$ cat src/rtl/reaction_timer_ctrl.sv
// Reaction-time game controller: arming delay, stimulus LED, 4-digit BCD
// millisecond counter stopped by the player, with early-press and timeout flags.
module reaction_timer_ctrl #(
    parameter int unsigned DELAY_MS = 2000
) (
    input  logic       clk,
    input  logic       rst,
    input  logic       onems,
    input  logic       start,
    input  logic       stop,
    output logic       tick_en,
    output logic       led,
    output logic [3:0] bcd3,
    output logic [3:0] bcd2,
    output logic [3:0] bcd1,
    output logic [3:0] bcd0,
    output logic       done,
    output logic       early,
    output logic       timeout
);

    typedef enum logic [1:0] {
        IDLE  = 2'd0,
        DELAY = 2'd1,
        COUNT = 2'd2,
        DONE  = 2'd3
    } state_t;

    localparam logic [13:0] DLY_LAST = 14'(DELAY_MS - 1);

    state_t          state_q, state_d;
    logic            start_s_q, start_s_d;
    logic            start_prev_q, start_prev_d;
    logic            stop_s_q, stop_s_d;
    logic            stop_prev_q, stop_prev_d;
    logic [13:0]     dly_cnt_q, dly_cnt_d;
    logic [3:0][3:0] digits_q, digits_d;
    logic            led_q, led_d;
    logic            done_q, done_d;
    logic            early_q, early_d;
    logic            timeout_q, timeout_d;

    logic            start_p;
    logic            stop_p;
    logic [3:0][3:0] digits_inc;
    logic            all_nines;

    // Button edges come from the registered sample and its previous value,
    // so each pulse is exactly one cycle wide and glitch-free.
    assign start_p = start_s_q & ~start_prev_q;
    assign stop_p  = stop_s_q & ~stop_prev_q;

    assign tick_en = (state_q == DELAY) || (state_q == COUNT);

    assign led     = led_q;
    assign done    = done_q;
    assign early   = early_q;
    assign timeout = timeout_q;
    assign bcd3    = digits_q[3];
    assign bcd2    = digits_q[2];
    assign bcd1    = digits_q[1];
    assign bcd0    = digits_q[0];

    // Ripple BCD incrementer: a digit at 9 wraps to 0 and carries onward.
    always_comb begin
        logic carry;
        digits_inc = digits_q;
        carry      = 1'b1;
        for (int unsigned i = 0; i < 4; i++) begin
            if (carry) begin
                if (digits_q[i] == 4'd9) begin
                    digits_inc[i] = 4'd0;
                end else begin
                    digits_inc[i] = digits_q[i] + 4'd1;
                    carry         = 1'b0;
                end
            end
        end
        all_nines = (digits_q == 16'h9999);
    end

    // Next-state, counters and result flags.
    always_comb begin
        state_d      = state_q;
        start_s_d    = start;
        start_prev_d = start_s_q;
        stop_s_d     = stop;
        stop_prev_d  = stop_s_q;
        dly_cnt_d    = dly_cnt_q;
        digits_d     = digits_q;
        led_d        = led_q;
        done_d       = done_q;
        early_d      = early_q;
        timeout_d    = timeout_q;

        case (state_q)
            IDLE, DONE: begin
                if (start_p) begin
                    state_d   = DELAY;
                    dly_cnt_d = '0;
                    digits_d  = '0;
                    led_d     = 1'b0;
                    done_d    = 1'b0;
                    early_d   = 1'b0;
                    timeout_d = 1'b0;
                end
            end
            DELAY: begin
                if (stop_p) begin
                    state_d = DONE;
                    early_d = 1'b1;
                    done_d  = 1'b1;
                    led_d   = 1'b0;
                end else if (onems) begin
                    dly_cnt_d = dly_cnt_q + 14'd1;
                    if (dly_cnt_q == DLY_LAST) begin
                        state_d = COUNT;
                        led_d   = 1'b1;
                    end
                end
            end
            COUNT: begin
                if (stop_p) begin
                    state_d = DONE;
                    done_d  = 1'b1;
                    led_d   = 1'b0;
                end else if (onems) begin
                    if (all_nines) begin
                        state_d   = DONE;
                        timeout_d = 1'b1;
                        done_d    = 1'b1;
                        led_d     = 1'b0;
                    end else begin
                        digits_d = digits_inc;
                    end
                end
            end
            default: state_d = IDLE;
        endcase
    end

    // State and output registers with synchronous active-low reset.
    always_ff @(posedge clk) begin
        if (!rst) begin
            state_q      <= IDLE;
            start_s_q    <= 1'b0;
            start_prev_q <= 1'b0;
            stop_s_q     <= 1'b0;
            stop_prev_q  <= 1'b0;
            dly_cnt_q    <= '0;
            digits_q     <= '0;
            led_q        <= 1'b0;
            done_q       <= 1'b0;
            early_q      <= 1'b0;
            timeout_q    <= 1'b0;
        end else begin
            state_q      <= state_d;
            start_s_q    <= start_s_d;
            start_prev_q <= start_prev_d;
            stop_s_q     <= stop_s_d;
            stop_prev_q  <= stop_prev_d;
            dly_cnt_q    <= dly_cnt_d;
            digits_q     <= digits_d;
            led_q        <= led_d;
            done_q       <= done_d;
            early_q      <= early_d;
            timeout_q    <= timeout_d;
        end
    end

endmodule

$ cat config.mk
export PLATFORM = sky130hd
export DESIGN_NAME = reaction_timer_ctrl
export DESIGN_NICKNAME = d
export VERILOG_FILES = /design/src/rtl/reaction_timer_ctrl.sv
export SDC_FILE = /design/constraint.sdc
export NUM_CORES = 1
export LEC_CHECK = 0
export ABC_AREA = 1
export CORE_MARGIN = 1
export CORE_UTILIZATION = 61
export DETAILED_ROUTE_END_ITERATION = 7
export DONT_BUFFER_PORTS = 1
export GPL_TIMING_DRIVEN = 0
export PLACE_DENSITY = 0.8
export SYNTH_ARGS = -nofsm -noshare
export SYNTH_HDL_FRONTEND = slang
export SYNTH_SLANG_ARGS = --single-unit
$ cat constraint.sdc
create_clock -name clk -period 3 [get_ports clk]
set_clock_uncertainty 0.1 [all_clocks]
set_input_delay 0.15 -clock clk [delete_from_list [all_inputs] [get_ports clk]]
set_output_delay 0.15 -clock clk [all_outputs]
set_load 0.01 [all_outputs]
==> summary.md, run 1 <==
| Metric | Value |
|---|---|
| Min-delay src | `rst` |
| Post-synth cell types | `33` |
| Synth cell count leaders | `nand2_1, inv_1, nor2_1, dfxtp_1, nand3_1` |
| Placed Cells | `403` |
| Maximum clock rate | `526 MHz` |
| Reg2Reg Depth | `9` |
| Core area | `0.00369 mm^2` |
| Drt wl/cell | `11.4 um` |
| CTS Buf Count | `5` |
| Worst Setup Start Kind | `flop` |
| Worst slew pin tran | `528 ps` |
| Leakage | `0.00118 uW` |
| Pin count of the biggest net entering global routing | `12` |
| Placer Congestion | `0.866` |
| Initial Util | `64.2%` |
| Via count | `2,149` |
| Setup tns final | `0 ps` |
| Synth area leaders | `dfxtp_1, nand2_1, inv_1` |
| Synth Cell Area | `0.00237 mm^2` |
| Final worst-path cycle share | `63.4%` |
| Share of layout cells above drive strength 1 | `8.74%` |
| Final Non-Filler Cells | `414` |
| Most used flip-flop cell after synthesis | `dfxtp_1` |
| Initial antenna violation count | `0` |
| Die Y | `64.3 um` |
| Post-Syn Area per Cell | `6.67 um^2` |
| Rows | `22` |
| Htree depth | `2` |
| Global route overflow | `0` |
| Asr flop ratio synth | `0%` |
| DR vias/cell | `5.19` |
| Cell area power density | `744 mW/mm^2` |
| CTS clk-pin slew, worst paths | `80 ps` |
| Count leader, synth | `nand2_1` |
| Root Buffer Master | `clkbuf_8` |
| Multi-input logic area | `0.00130 mm^2` |
| Area Overhead vs Synth | `7.61%` |
| Post-synth top area cell | `dfxtp_1` |
| First-pass GRT wire length | `8440 um` |
| DP HPWL | `3420 um` |
| # DRC | `0` |
| Worst Hold Depth | `3` |
| Die width | `64.3 um` |
| Status | `finished, final reports clean` |
| CP Capture Type | `flop` |
| Fillers | `336` |
| # diodes | `0` |
| Post-CTS Resized | `0` |
| Vias in the first global route | `1,984` |
| Reg2reg end | `dly_cnt_q[5]` |
| Hold Path End | `start_prev_d` |
| IO Pins | `26` |
| Critical path arrival | `2000 ps` |
| Clock buffer depth | `2` |
| Hold crit path type | `in -> reg` |
| Syn Nets | `371` |
| Gr usage total | `25.9%` |
| Post-synthesis register bit count | `40` |
| Area after DPL | `0.00243 mm^2` |
| Post-route design area | `0.00255 mm^2` |
| Max-Cap Viols | `0` |
| Fin. max-slew vios | `0` |
| Critical setup path kind | `reg -> reg` |
| Fin nets | `381` |
| Number of synthesized flops with an enable pin | `0` |
| Worst-Skew Late Latency | `300 ps` |
| Reg2reg start | `state_q[0]` |
| WP data required | `3100 ps` |
| Final setup viols | `0` |
| R2R setup slack | `1100 ps` |
| Max VDD drop | `0.516 mV` |
| DR iter-0 viols | `127` |
| CTS sink cnt | `40` |
| RSZ-0062 raised after global routing | `no` |
| Max_slew headroom | `64.8%` |
| Post-Syn Instances | `355` |
| First-pass DRT Iterations | `4` |
| Antenna Violating Nets Remaining | `0` |
| Wirelength, routed | `4720 um` |
| Die area | `0.00414 mm^2` |
| Area occupied by registers | `801 um^2` |
| Sequential fraction of the synthesis area | `33.8%` |
| Synth top area share | `33.8%` |
| Synthesis Warnings | `0` |
| Crit-path max FO | `10` |
| Final Critical Period | `1900 ps` |
| Fin. Hold Viols | `0` |
| CTS tree | `built` |
| Port Buffer Count | `0` |
[report_power, final]
group | switching [uW] | leakage [uW] | internal (uW) | total (uW)
clock | 188 | 0.0000455 | 188 | 376
combinational | 552 | 0.000807 | 281 | 833
sequential | 90.5 | 0.000326 | 597 | 688
[repair_timing]
item,CTS,global route
setup buffers,0,0
hold buffers,3,0
hold endpoints to repair,3,0
endpoints found under the setup margin,0,0
[placed cells by master (no fill, tap or decap), drive strengths merged]
master	synthesis	layout
nand2	94	94
inv	60	60
nor2	58	58
dfxtp	40	40
nand3	28	28
o21ai	18	18
a21oi	16	16
ha	11	11
nand4	9	9
clkbuf	1	9
nor3	6	6
buf	4	4
dlygate4sd3	0	3
xor2	2	2
and3	2	2
o21bai	1	1
clkinv	1	1
a31oi	1	1
o211a	1	1
and2	1	1
nor4	1	1
[per-layer routing]
| layer | global-route usage [%] | part of all wire, % |
|---|---|---|
| met5 | 0 | 0 |
| met3 | 5.71 | 4.5 |
| met2 | 41.1 | 45 |
| met4 | 12.2 | 2.1 |
| met1 | 33.2 | 48 |
[logic make-up (layout without fill, tap and decap cells)]
family / Yosys count / after routing / share of synthesized area, %
AOI/OAI and AO/OA: 37 / 37 / 8.19
buffers and inverters: 66 / 77 / 11.3
xor gates and xnor gates: 2 / 2 / 0.740
DFF: 40 / 40 / 33.8
adders and majority gates: 11 / 11 / 5.81
and+or+nand+nor: 199 / 199 / 40.1
[cell type report]
type | instances | share of cell area [%]
Buffer | 5 | 1.52
Multi-Input combinational cell | 249 | 51.0
Sequential cell | 40 | 31.4
Tap cell | 48 | 2.36
Clock buffer | 8 | 3.53
Inverter | 61 | 8.98
Timing Repair Buffer | 3 | 1.18
[worst max-delay path by stage]
stage / from / to
5_1_grt: state_q[0] / dly_cnt_q[5]
3_3_place_gp: state_q[0] / dly_cnt_q[5]
3_5_place_dp: state_q[0] / dly_cnt_q[5]
2_1_floorplan: state_q[0] / dly_cnt_q[5]
4_1_cts: state_q[0] / dly_cnt_q[5]
6_report: state_q[0] / dly_cnt_q[5]
[critical path, cell delays in order (launching register included)]
cell     delay (ps)
dfxtp_1         330
inv_1            50
ha_1            290
inv_1           140
nand2_2         110
nand2_2          90
o21ai_0         340
inv_2           160
o21ai_0         120
nor2_1           70
[flip-flops by register name, indices dropped and copies added (netlist names)]
| register | flops |
|---|---|
| stop_prev_q | 1 |
| stop_prev_d | 1 |
| done | 1 |
| early | 1 |
| timeout | 1 |
| bcd1 | 4 |
| start_prev_d | 1 |
| bcd0 | 4 |
| led | 1 |
| start_prev_q | 1 |
| bcd2 | 4 |
| dly_cnt_q | 14 |
| state_q | 2 |
| bcd3 | 4 |
[per-stage QoR]
step                hold WS [ps]  setup slack (ps)  utilization, %  power (uW)
global route                89.2               843            69.1        2060
CTS                         66.0              1070            69.1        1910
detailed placement           153              1100            65.8        1520
floorplan                    148              1310               -        1370
global placement             149              1080            65.8        1500
finish                      67.3              1100            69.1        1900
No activity file was read; power rests on OpenSTA's default activity.
==> inputs of run 2 (changes only) <==
==> constraint.sdc (replaced) <==
create_clock -name clk -period 2 [get_ports clk]
set_clock_uncertainty 0.1 [all_clocks]
set_input_delay 0.1 -clock clk [delete_from_list [all_inputs] [get_ports clk]]
set_output_delay 0.1 -clock clk [all_outputs]
set_load 0.01 [all_outputs]
==> summary.md, run 2 (synthesis results as in run 1) <==
| Metric | Value |
|---|---|
| Commonest non-fill, non-tap cells in the layout | `nand2_1, inv_1, nor2_1, dfxtp_1, nand3_1` |
| Tot Pwr | `2890 uW` |
| Area Overhead vs Synth | `8.03%` |
| Fin. Hold Viols | `0` |
| Final Critical Period | `1830 ps` |
| Rows | `22` |
| CTS tree | `built` |
| DP HPWL | `3420 um` |
| Pin count of the biggest net entering global routing | `12` |
| Max VDD drop | `0.816 mV` |
| Slowest stage delay, CP | `510 ps` |
| Die Y | `64.3 um` |
| CP bufs+invs | `0` |
| CTS Buf Count | `5` |
| Gr usage total | `25.9%` |
| Worst slew pin tran | `532 ps` |
| Status | `finished, final reports clean` |
| Max_slew headroom | `64.5%` |
| IO Pins | `26` |
| WP data required | `2100 ps` |
| RSZ-0062 raised after global routing | `no` |
| Worst-Skew Late Latency | `300 ps` |
| CP top delay family | `simple AND/OR/NAND/NOR gates` |
| CTS sink cnt | `40` |
| Hold crit path type | `in -> reg` |
| CP max-delay cell | `dfxtp_1` |
| Critical path cell sequence | `ha_1 -> nand3_1 -> nor2_2 -> nand2_1 -> nand2_1 -> nand3_2 -> nor2_1 -> nor2_1` |
| # diodes | `0` |
| Antenna Violating Nets Remaining | `0` |
| Maximum clock rate | `546 MHz` |
| Core area | `0.00369 mm^2` |
| Global route overflow | `0` |
| Min setup slack post-route | `168 ps` |
| Crit-path max FO | `7` |
| DR iter-0 viols | `121` |
| Max-Cap Viols | `0` |
| Clock buffer depth | `2` |
| Commonest non-fill, non-tap cell in the layout | `nand2_1` |
| Final Core Density | `69.4%` |
| Number of flip-flops in the largest register | `14` |
| Die width | `64.3 um` |
| Wirelength, routed | `4750 um` |
| Via count | `2,151` |
| First-pass GRT wire length | `8440 um` |
| Placer Congestion | `0.866` |
| Post-route design area | `0.00256 mm^2` |
| CP Capture Type | `flop` |
| Share of layout cells above drive strength 1 | `9.29%` |
| Drt wl/cell | `11.5 um` |
| Critical path arrival | `1930 ps` |
| Initial Util | `64.2%` |
| Leakage | `0.00118 uW` |
| Setup WS pre-CTS | `99.1 ps` |
| Final setup viols | `0` |
| Initial antenna violation count | `0` |
| Root Buffer Master | `clkbuf_8` |
| Htree depth | `2` |
| Area after DPL | `0.00243 mm^2` |
| Port Buffer Count | `0` |
| Final worst-path cycle share | `91.6%` |
| Fin nets | `381` |
| Vias in the first global route | `1,984` |
| Fin. max-slew vios | `0` |
| # DRC | `0` |
| Worst Setup Start Kind | `flop` |
| First-pass DRT Iterations | `4` |
| Largest Register | `dly_cnt_q` |
| Setup tns final | `0 ps` |
| DR vias/cell | `5.20` |
| Critical setup path kind | `reg -> reg` |
| Cell area power density | `1130 mW/mm^2` |
| Die area | `0.00414 mm^2` |
| CTS clk-pin slew, worst paths | `70 ps` |
[run 2: stage by stage]
stage / hold slack (ps) / std cells
2_1_floorplan: 97.6 / 355
3_3_place_gp: 98.5 / 403
3_5_place_dp: 103 / 403
4_1_cts: 16.0 / 414
5_1_grt: 39.2 / 414
6_report: 14.4 / 414
[run 2: worst min-delay path, stage by stage]
cell and delay, ps:
buf_2 170, nand2_1 70, inv_1 30
[run 2: repair_timing]
item,CTS,global route
gates resized for setup,0,4
setup buffers,0,0
endpoints found under the setup margin,0,26
hold buffers,3,0
endpoints found under the hold margin,4,0
[run 2: path summary, 6_finish.rpt]
check	from	end	slack, ps	cells past startpoint
worst min register to register	stop_prev_d	stop_prev_q	330	2
worst max-delay path	bcd1[0]	state_q[0]	170	8
worst min-delay path	rst	start_prev_d	10	3
worst max register to register	bcd1[0]	state_q[0]	170	8
[run 2: cell type report]
type,count,area (um^2)
Multi-Input combinational cell,249,1310
Inverter,61,229
Clock buffer,8,90.1
Fill cell,334,1130
Timing Repair Buffer,3,30.0
Tap cell,48,60.1
Sequential cell,40,801
Buffer,5,38.8
[run 2: per-layer routing]
layer	vias to the layer above	global-route usage (%)	part of all wire [%]
li1	1135	-	-
met3	10	5.71	5.4
met5	-	0	0
met1	947	33.2	47
met2	59	41.1	45
met4	0	12.2	2.1
[run 2: where the power goes]
part	total, uW	switching, uW	internal [uW]
combinational	1290	844	442
sequential	1030	136	896
clock	567	286	282
==> inputs of run 3 (changes only) <==
--- a/config.mk
+++ b/config.mk
@@ -11,6 +11,7 @@
 export DETAILED_ROUTE_END_ITERATION = 7
 export DONT_BUFFER_PORTS = 1
 export GPL_TIMING_DRIVEN = 0
+export MAX_ROUTING_LAYER = met4
 export PLACE_DENSITY = 0.8
 export SYNTH_ARGS = -nofsm -noshare
 export SYNTH_HDL_FRONTEND = slang
==> summary.md, run 3 (synthesis results as in run 1) <==
| Metric | Value |
|---|---|
| Drt wl/cell | `11.4 um` |
| Final Critical Period | `1830 ps` |
| Global route overflow | `0` |
| Rows | `22` |
| Maximum clock rate | `547 MHz` |
| Core area | `0.00369 mm^2` |
| Min setup slack post-route | `172 ps` |
| Fin nets | `381` |
| DR vias/cell | `5.21` |
| # Post-CTS Setup Buffers | `0` |
| Placer Congestion | `0.880` |
| Share of layout cells above drive strength 1 | `9.29%` |
| Commonest non-fill, non-tap cell in the layout | `nand2_1` |
| Wirelength, routed | `4740 um` |
| Max-Cap Viols | `0` |
| Cell area power density | `1130 mW/mm^2` |
| Slowest stage delay, CP | `500 ps` |
| Critical Path Source | `bcd1[0]` |
| CTS sink cnt | `40` |
| CP Capture Type | `flop` |
| Max_slew headroom | `64.9%` |
| Setup WS pre-CTS | `99.1 ps` |
| Min-delay src | `rst` |
| Port Buffer Count | `0` |
| Critical path cell sequence | `ha_1 -> nand3_1 -> nor2_2 -> nand2_1 -> nand2_1 -> nand3_2 -> nor2_1 -> nor2_1` |
| Number of flip-flops in the largest register | `14` |
| CTS clk-pin slew, worst paths | `70 ps` |
| CTS tree | `built` |
| Worst-Skew Late Latency | `300 ps` |
| Antenna Violating Nets Remaining | `0` |
| Max VDD drop | `0.810 mV` |
| Die Y | `64.3 um` |
| Leakage | `0.00118 uW` |
| DR iter-0 viols | `125` |
| Status | `finished, final reports clean` |
| Die width | `64.3 um` |
| Tot Pwr | `2880 uW` |
| Htree depth | `2` |
| Via count | `2,157` |
| DP HPWL | `3420 um` |
| Hold crit path type | `in -> reg` |
| Pin count of the biggest net entering global routing | `12` |
| Largest Register | `dly_cnt_q` |
| # DRC | `0` |
| # diodes | `0` |
| Initial Util | `64.2%` |
| CP max-delay cell | `dfxtp_1` |
| First-pass DRT Iterations | `4` |
| RSZ-0062 raised after global routing | `no` |
| First-pass GRT wire length | `8440 um` |
| IO Pins | `26` |
| CTS Buf Count | `5` |
| Vias in the first global route | `1,982` |
| Clock buffer depth | `2` |
| Reg2reg start | `bcd1[0]` |
| Hold WS | `14.9 ps` |
| Crit-path max FO | `7` |
| Worst slew pin tran | `526 ps` |
| Final worst-path cycle share | `91.4%` |
| Final setup viols | `0` |
| Gr usage total | `26.7%` |
| Critical setup path kind | `reg -> reg` |
| Worst Setup Start Kind | `flop` |
| Area Overhead vs Synth | `8.03%` |
| Die area | `0.00414 mm^2` |
| Fin. Hold Viols | `0` |
| Setup tns final | `0 ps` |
| Commonest non-fill, non-tap cells in the layout | `nand2_1, inv_1, nor2_1, dfxtp_1, nand3_1` |
| Fin. max-slew vios | `0` |
| WP data required | `2090 ps` |
| Critical path arrival | `1920 ps` |
| Root Buffer Master | `clkbuf_8` |
| Initial antenna violation count | `0` |
## run 3: cell counts in the layout (fill, tap and decap cells not counted)
Identical to the previous run, type by type.
## run 3: routing by layer
metal	wire [um]	up-vias	GRT usage, %
met5	0	-	-
met4	93	0	12.2
met3	214	11	5.36
met2	2140	47	41.1
met1	2290	963	33.4
li1	-	1136	-
## run 3: worst max-delay path: cells and delay by family, from the launching register on
kind	cells	cell delay, ps
and+or+nand+nor	7	880
DFF	1	500
adders and majority gates	1	240
## run 3: path summary, 6_finish.rpt
| check | endpoint | slack (ps) | cells past startpoint |
|---|---|---|---|
| setup / recovery | state_q[0] | 170 | 8 |
| hold / removal | stop_prev_d | 10 | 3 |
| hold reg to reg | stop_prev_q | 330 | 2 |
| setup reg to reg | state_q[0] | 170 | 8 |
## run 3: report_power, final
| part | switching (uW) | internal [uW] | leakage, uW |
|---|---|---|---|
| combinational | 843 | 442 | 0.000806 |
| clock | 286 | 282 | 0.0000455 |
| sequential | 136 | 896 | 0.000326 |
| total | 1260 | 1620 | 0.00118 |
## run 3: area by class of cell
type	count	area, um^2
fillers	334	1130
flip-flops and latches	40	801
multi-input cells	249	1310
well taps	48	60.1
plain buffers	5	38.8
inverters	61	229
clock buffers	8	90.1
repair buffers	3	30.0
## run 3: through the flow
stage | cell area, um^2 | instances | utilization (%)
2_1_floorplan | 2370 | 355 | -
3_3_place_gp | 2430 | 403 | 65.8
3_5_place_dp | 2430 | 403 | 65.8
4_1_cts | 2550 | 414 | 69.1
5_1_grt | 2560 | 414 | 69.4
6_report | 2560 | 414 | 69.4
## run 3: what timing repair did
item	in CTS	in global routing
endpoints found under the hold margin	4	0
resized for setup	0	4
hold buffers	3	0
endpoints found under the setup margin	0	26
